$ cat src/rtl/image_add_pkg.sv
// image_add_pkg: shared constants, FSM state type and sum helper for the
// image pixel-add controller.
package image_add_pkg;

  // Pixel width of both source images and the output image.
  localparam int PIX_W = 8;

  // Default frame geometry and source memory latency.
  localparam int DEF_NPIX   = 64;
  localparam int DEF_AW     = 6;
  localparam int DEF_RD_LAT = 1;

  // Frame sequencing states.
  typedef enum logic [1:0] {
    IDLE  = 2'd0,
    READ  = 2'd1,
    DRAIN = 2'd2,
    DONE  = 2'd3
  } state_t;

  // Clamp a PIX_W+1 bit sum to the largest PIX_W bit value.
  function automatic logic [PIX_W-1:0] clip_sum(input logic [PIX_W:0] sum);
    logic [PIX_W-1:0] res;
    if (sum[PIX_W]) begin
      res = {PIX_W{1'b1}};
    end else begin
      res = sum[PIX_W-1:0];
    end
    return res;
  endfunction

endpackage

$ cat src/rtl/image_add_ctrl_lat_delay.sv
// lat_delay: valid + address shift register matching the source memory read
// latency, so each returning pixel pair carries the address it was read from.
// A synchronous flush drops every in-flight tag (used when a frame is aborted).
module lat_delay #(
  parameter int DEPTH = 1,
  parameter int AW    = 6
) (
  input  logic          clk,
  input  logic          rst_n,
  input  logic          i_flush,
  input  logic          i_valid,
  input  logic [AW-1:0] i_addr,
  output logic          o_valid,
  output logic [AW-1:0] o_addr
);

  logic          r_vld  [DEPTH];
  logic [AW-1:0] r_addr [DEPTH];

  // Shift the read tags one stage per cycle; flush or reset clears all stages.
  always_ff @(posedge clk or negedge rst_n) begin
    if (!rst_n) begin
      for (int i = 0; i < DEPTH; i++) begin
        r_vld[i]  <= 1'b0;
        r_addr[i] <= {AW{1'b0}};
      end
    end else if (i_flush) begin
      for (int i = 0; i < DEPTH; i++) begin
        r_vld[i]  <= 1'b0;
        r_addr[i] <= {AW{1'b0}};
      end
    end else begin
      r_vld[0]  <= i_valid;
      r_addr[0] <= i_addr;
      for (int i = 1; i < DEPTH; i++) begin
        r_vld[i]  <= r_vld[i-1];
        r_addr[i] <= r_addr[i-1];
      end
    end
  end

  assign o_valid = r_vld[DEPTH-1];
  assign o_addr  = r_addr[DEPTH-1];

endmodule

$ cat src/rtl/image_add_ctrl.sv
// image_add_ctrl: sequences the pixel-add datapath for one frame per start.
// Reads address 0..NPIX-1 from both source memories back to back, adds each
// returning pixel pair and writes the sum to the output memory at the same
// address once the read latency has elapsed.
// Build option: define SAT_ADD_EN for a saturating adder; otherwise the sum
// wraps modulo 256. ovf (sticky 9-bit overflow) behaves the same either way.
module image_add_ctrl
  import image_add_pkg::*;
#(
  parameter int NPIX   = DEF_NPIX,
  parameter int AW     = DEF_AW,
  parameter int RD_LAT = DEF_RD_LAT
) (
  input  logic             clk,
  input  logic             reset,
  input  logic             start,
  input  logic             abort,
  input  logic [PIX_W-1:0] pix_a,
  input  logic [PIX_W-1:0] pix_b,
  output logic             rd_en,
  output logic [AW-1:0]    rd_addr,
  output logic             wr_en,
  output logic [AW-1:0]    wr_addr,
  output logic [PIX_W-1:0] wr_data,
  output logic             busy,
  output logic             done,
  output logic             ovf
);

  // The read counter is one bit wider than the address so that a frame of
  // exactly 2^AW pixels reaches its end count without wrapping to zero.
  localparam logic [AW:0]   C_END_CNT   = (AW+1)'(NPIX);
  localparam logic [AW:0]   C_CNT_ONE   = {{AW{1'b0}}, 1'b1};
  localparam logic [AW-1:0] C_LAST_ADDR = AW'(NPIX - 1);

  state_t           r_state;
  logic [AW:0]      r_addr_cnt;
  logic             r_rd_en;
  logic [AW-1:0]    r_rd_addr;
  logic             r_wr_en;
  logic [AW-1:0]    r_wr_addr;
  logic [PIX_W-1:0] r_wr_data;
  logic             r_busy;
  logic             r_done;
  logic             r_ovf;

  logic             w_active;
  logic             w_abort;
  logic             w_start_acc;
  logic             w_tag_valid;
  logic [AW-1:0]    w_tag_addr;
  logic             w_fire;
  logic [PIX_W:0]   w_sum;
  logic [PIX_W-1:0] w_data;

  // abort only has meaning while a frame is moving through READ or DRAIN.
  assign w_active    = (r_state == READ) || (r_state == DRAIN);
  assign w_abort     = abort && w_active;
  assign w_start_acc = (r_state == IDLE) && start;

  // Tags the returning read data with its valid bit and address.
  lat_delay #(
    .DEPTH (RD_LAT),
    .AW    (AW)
  ) u_lat_delay (
    .clk     (clk),
    .rst_n   (reset),
    .i_flush (w_abort),
    .i_valid (r_rd_en),
    .i_addr  (r_rd_addr),
    .o_valid (w_tag_valid),
    .o_addr  (w_tag_addr)
  );

  // A tagged pixel pair is written unless the frame is being aborted now.
  assign w_fire = w_tag_valid && !w_abort;

  // Full-width sum and the value actually stored for this build.
  always_comb begin
    w_sum = {1'b0, pix_a} + {1'b0, pix_b};
`ifdef SAT_ADD_EN
    w_data = clip_sum(w_sum);
`else
    w_data = w_sum[PIX_W-1:0];
`endif
  end

  // Frame sequencer: read address generation, busy and the done pulse.
  always_ff @(posedge clk or negedge reset) begin
    if (!reset) begin
      r_state    <= IDLE;
      r_addr_cnt <= {(AW+1){1'b0}};
      r_rd_en    <= 1'b0;
      r_rd_addr  <= {AW{1'b0}};
      r_busy     <= 1'b0;
      r_done     <= 1'b0;
    end else begin
      r_done <= 1'b0;
      case (r_state)
        IDLE: begin
          if (start) begin
            r_state    <= READ;
            r_rd_en    <= 1'b1;
            r_rd_addr  <= {AW{1'b0}};
            r_addr_cnt <= C_CNT_ONE;
            r_busy     <= 1'b1;
          end
        end
        READ: begin
          if (abort) begin
            r_state <= IDLE;
            r_rd_en <= 1'b0;
            r_busy  <= 1'b0;
          end else if (r_addr_cnt == C_END_CNT) begin
            // Address NPIX-1 has just been issued.
            r_state <= DRAIN;
            r_rd_en <= 1'b0;
          end else begin
            r_rd_addr  <= r_addr_cnt[AW-1:0];
            r_addr_cnt <= r_addr_cnt + C_CNT_ONE;
          end
        end
        DRAIN: begin
          if (abort) begin
            r_state <= IDLE;
            r_busy  <= 1'b0;
          end else if (r_wr_en && (r_wr_addr == C_LAST_ADDR)) begin
            // The final write is on the output port this cycle.
            r_state <= DONE;
            r_busy  <= 1'b0;
            r_done  <= 1'b1;
          end
        end
        DONE: begin
          // start is deliberately not looked at here.
          r_state <= IDLE;
        end
        default: begin
          r_state <= IDLE;
          r_rd_en <= 1'b0;
          r_busy  <= 1'b0;
        end
      endcase
    end
  end

  // Write port and sticky overflow flag driven from the tagged read data.
  always_ff @(posedge clk or negedge reset) begin
    if (!reset) begin
      r_wr_en   <= 1'b0;
      r_wr_addr <= {AW{1'b0}};
      r_wr_data <= {PIX_W{1'b0}};
      r_ovf     <= 1'b0;
    end else begin
      r_wr_en <= w_fire;
      if (w_fire) begin
        r_wr_addr <= w_tag_addr;
        r_wr_data <= w_data;
      end
      if (w_start_acc) begin
        r_ovf <= 1'b0;
      end else if (w_fire && w_sum[PIX_W]) begin
        r_ovf <= 1'b1;
      end
    end
  end

  assign rd_en   = r_rd_en;
  assign rd_addr = r_rd_addr;
  assign wr_en   = r_wr_en;
  assign wr_addr = r_wr_addr;
  assign wr_data = r_wr_data;
  assign busy    = r_busy;
  assign done    = r_done;
  assign ovf     = r_ovf;

endmodule

$ cat config.mk
export PLATFORM = sky130hd
export DESIGN_NAME = image_add_ctrl
export DESIGN_NICKNAME = d
export VERILOG_FILES = /design/src/rtl/image_add_pkg.sv /design/src/rtl/image_add_ctrl_lat_delay.sv /design/src/rtl/image_add_ctrl.sv
export SDC_FILE = /design/constraint.sdc
export NUM_CORES = 1
export LEC_CHECK = 0
export CAP_MARGIN = 30
export CORE_MARGIN = 1.5
export CORE_UTILIZATION = 51
export DETAILED_ROUTE_END_ITERATION = 12
export PLACE_DENSITY_LB_ADDON = 0.25
export SLEW_MARGIN = 10
export SYNTH_ARGS = -nofsm -noshare
export SYNTH_HDL_FRONTEND = slang
export SYNTH_SLANG_ARGS = --single-unit
$ cat constraint.sdc
create_clock -name clk -period 2.4 [get_ports clk]
set_input_delay 0.36 -clock clk [delete_from_list [all_inputs] [get_ports clk]]
set_output_delay 0.36 -clock clk [all_outputs]
set_load 0.02 [all_outputs]
==> results.yml <==
pwr:
  intPower_mw: 1.80
  p_comb_share_pct: 48.0
  swShare_pct: 39.8
  pwr-share-clk_pct: 15.8
  p_sw_mw: 1.19
  seqPwrFrac_pct: 36.2
  vdd_drop_max_uv: 665
  leakagePower_nw: 1.25
  p_per_area_nw_per_um2: 1070
synthesis:
  ys_ff_latch: 41
  synthFlopType: "dfrtp_1"
  syn-num-nets: 242
  netlist.area_leader.share_pct: 47.5
  synth_warnings: 0
  async_reset_ff_share_pct: 100
  synth_area_leaders: "dfrtp_1 47%, ha_1 8.1%, nand2_1 4.9%, o21ai_0 4.4%, and2_1 2.6%"
  syn_area_per_cell_um2: 10.4
  synth_edf_count: 0
  syn_inst: 207
  syn_area_um2: 2160
  ys_types: 47
  yosysSeqAreaShare_pct: 47.5
  yosysTopAreaCell: "dfrtp_1"
detailed_routing:
  first_iter_violations: 77
  wirelength_um: 4440
  drc: 0
  dr.pass1.iters: 4
  vias: 1770
  ant_nets: 0
  wl_per_cell_um: 14.3
  detail_route.vias_per_cell: 5.69
floorplanning:
  initial_core_util_pct: 53.7
  row_count: 23
  design.core.area_um2: 4030
  fp.dieH_um: 68.1
  ios: 45
  die_area_um2: 4640
  fp.dieW_um: 68.1
finish:
  ff_latch_area_um2: 1030
  fin_util_pct: 69.4
  drive_gt1_share_pct: 11.9
  final_cell_mix: "43 x clkdlybuf4s50_1, 41 x dfrtp_1, 28 x nand2_1, 19 x o21ai_0, 14 x ha_1"
  nNetsFinal: 295
  antenna_cells: 0
  fill_cells: 315
  multi_input_area_um2: 1060
  final_common_cell: "clkdlybuf4s50_1"
  design_area_um2: 2800
  area_growth_pct: 29.3
cts:
  clkTransAtPathRegs_ps: 90
  insertion_delay_ps: 300
  cts.sinks: 41
  hold_buffers: 0
  htreeDepth: 2
  postCtsSetupBuffers: 0
  clock-root-buffer: "clkbuf_8"
  numCtsBuffers: 5
  cts_buffer_depth: 2
  post_cts_resized: 0
  cts_tree: "built"
timing:
  relSlewSlack_pct: 72.7
  setup_ws_ps: 266
  fin_tns_setup_ps: 0
  tightest_slew_ps: 407
  maxSlewViolCount: 0
  fin_worst_skew_ps: 6.22
  rsz0062_at_grt: "no"
  fin_crit_sh_pct: 88.9
  setup_viol: 0
  post-route-min-period_ps: 2130
  fmax_mhz: 469
  finalHoldViolCount: 0
placed_design:
  place_congestion: 0.904
  dpl_cell_area_um2: 2670
  dpl.hpwl_um: 3280
  portBuffers: 44
  dp_slack_ps: 31.5
worst_setup_path:
  arrival_ps: 2310
  critPathSlowestCell: "clkdlybuf4s50_1"
  max_stage_delay_ps: 410
  rrSetupSlack_ps: 440
  crit_type: "input pin to flop"
  crit_top_cell: "a211oi_1"
  crit_family: "compound AO/OA/AOI/OAI gates"
  endpoint_kind: "flop"
  crit_chain: "clkdlybuf4s50_1 -> ha_1 -> fa_1 -> a211oi_1 -> o21ai_0 -> a311oi_1 -> a211oi_1"
  start_kind: "input pin"
  critical_path_buf_inv_count: 1
  worstPathRequired_ps: 2580
  cp_max_fo: 3
grt:
  grt_pass1_vias: 1723
  grt_max_degree: 42
  track_usage_pct: 22.0
  grt-ovfl-total: 0
  grt_antenna_before_repair: 0
  grt_pass1_wl_um: 7600
hold_path:
  min_path_type: "input pin to async pin"
run_status:
  outcome: "finished, final reports clean"
flow_run:
  cap_violations: 0
[cell type report]
type | instances | area share, %
Multi-Input combinational cell | 150 | 38.1
Sequential cell | 41 | 36.7
Timing Repair Buffer | 52 | 18.3
Clock buffer | 5 | 2.46
Tap cell | 50 | 2.24
Inverter | 10 | 1.34
Clock inverter | 3 | 0.895
[cells in the mapped netlist (2+ instances only)]
cell,n
nand3b_1,3
nand2_1,28
clkbuf_1,2
inv_1,10
o21ai_0,19
buf_2,3
nand2b_1,3
nor2_1,6
and2_1,9
a21o_1,2
nand3_1,4
nor2b_1,2
o311ai_0,2
o221ai_1,2
nor3b_1,2
o211ai_1,2
a21oi_1,4
mux2_2,4
a211oi_1,6
mux2i_1,4
dfrtp_1,41
nor3_1,3
a22o_2,2
a22o_1,6
xnor2_1,3
ha_1,14
[power groups by stage]
stage	clock, mW	sequential, mW	combinational (mW)
floorplan	0	1.25	0.737
global placement	0	1.09	1.42
detailed placement	0	1.10	1.43
CTS	0.481	1.08	1.44
global route	0.511	1.11	1.59
finish	0.473	1.08	1.43
[sequential cells by signal, summed over array words and instances (netlist names), 2 cells and up]
register and cells:
wr_data 8, r_addr_cnt 7, rd_addr 6, u_lat_delay.o_addr 6, wr_addr 6, r_state 2
[worst paths after layout]
kind,from,end,depth (start not counted)
setup / recovery,pix_a[0],ovf$_DFFE_PN0P_,7
hold / removal,reset,wr_addr[4]$_DFFE_PN0P_,2
setup reg to reg,r_state[1]$_DFFE_PN0P_,r_addr_cnt[0]$_DFFE_PN0P_,5
hold reg to reg,u_lat_delay.o_addr[2]$_DFF_PN0_,wr_addr[2]$_DFFE_PN0P_,2
max in group asynchronous,reset,r_addr_cnt[2]$_DFFE_PN0P_,3
min in group clk,u_lat_delay.o_addr[2]$_DFF_PN0_,wr_addr[2]$_DFFE_PN0P_,2
[per-stage QoR]
step                power (mW)  hold slack (ps)  instances
global route              3.22              410        311
global placement          2.51              420        301
floorplan                 1.99             64.4        207
CTS                       3.00              204        309
detailed placement        2.53              424        301
finish                    2.99              386        311
[worst reg2reg max path, cell delays in order, from the launching register on]
cell and delay [ps]:
dfrtp_1 400, inv_1 80, ha_1 330, o211ai_1 410, or2_4 290, mux2_2 350
[metal layers]
metal  track usage [%]  vias to the layer above  share of wire (%)
met3              5.43                        7                4.9
li1                  -                      858                  -
met1              28.8                      857                 47
met4              8.75                        0                1.6
met5                 0                        -                  0
met2              35.3                       48                 47
[logic make-up after synthesis]
family / count (synthesis) / share of synthesized area [%]
muxes: 8 / 3.94
buffers and inverters: 16 / 3.30
xor gates and xnor gates: 3 / 1.22
adders and majority gates: 15 / 9.03
DFF: 41 / 47.5
AOI/OAI and AO/OA: 55 / 18.1
and+or+nand+nor: 69 / 17.0
Power figures use the tool's default switching activity.
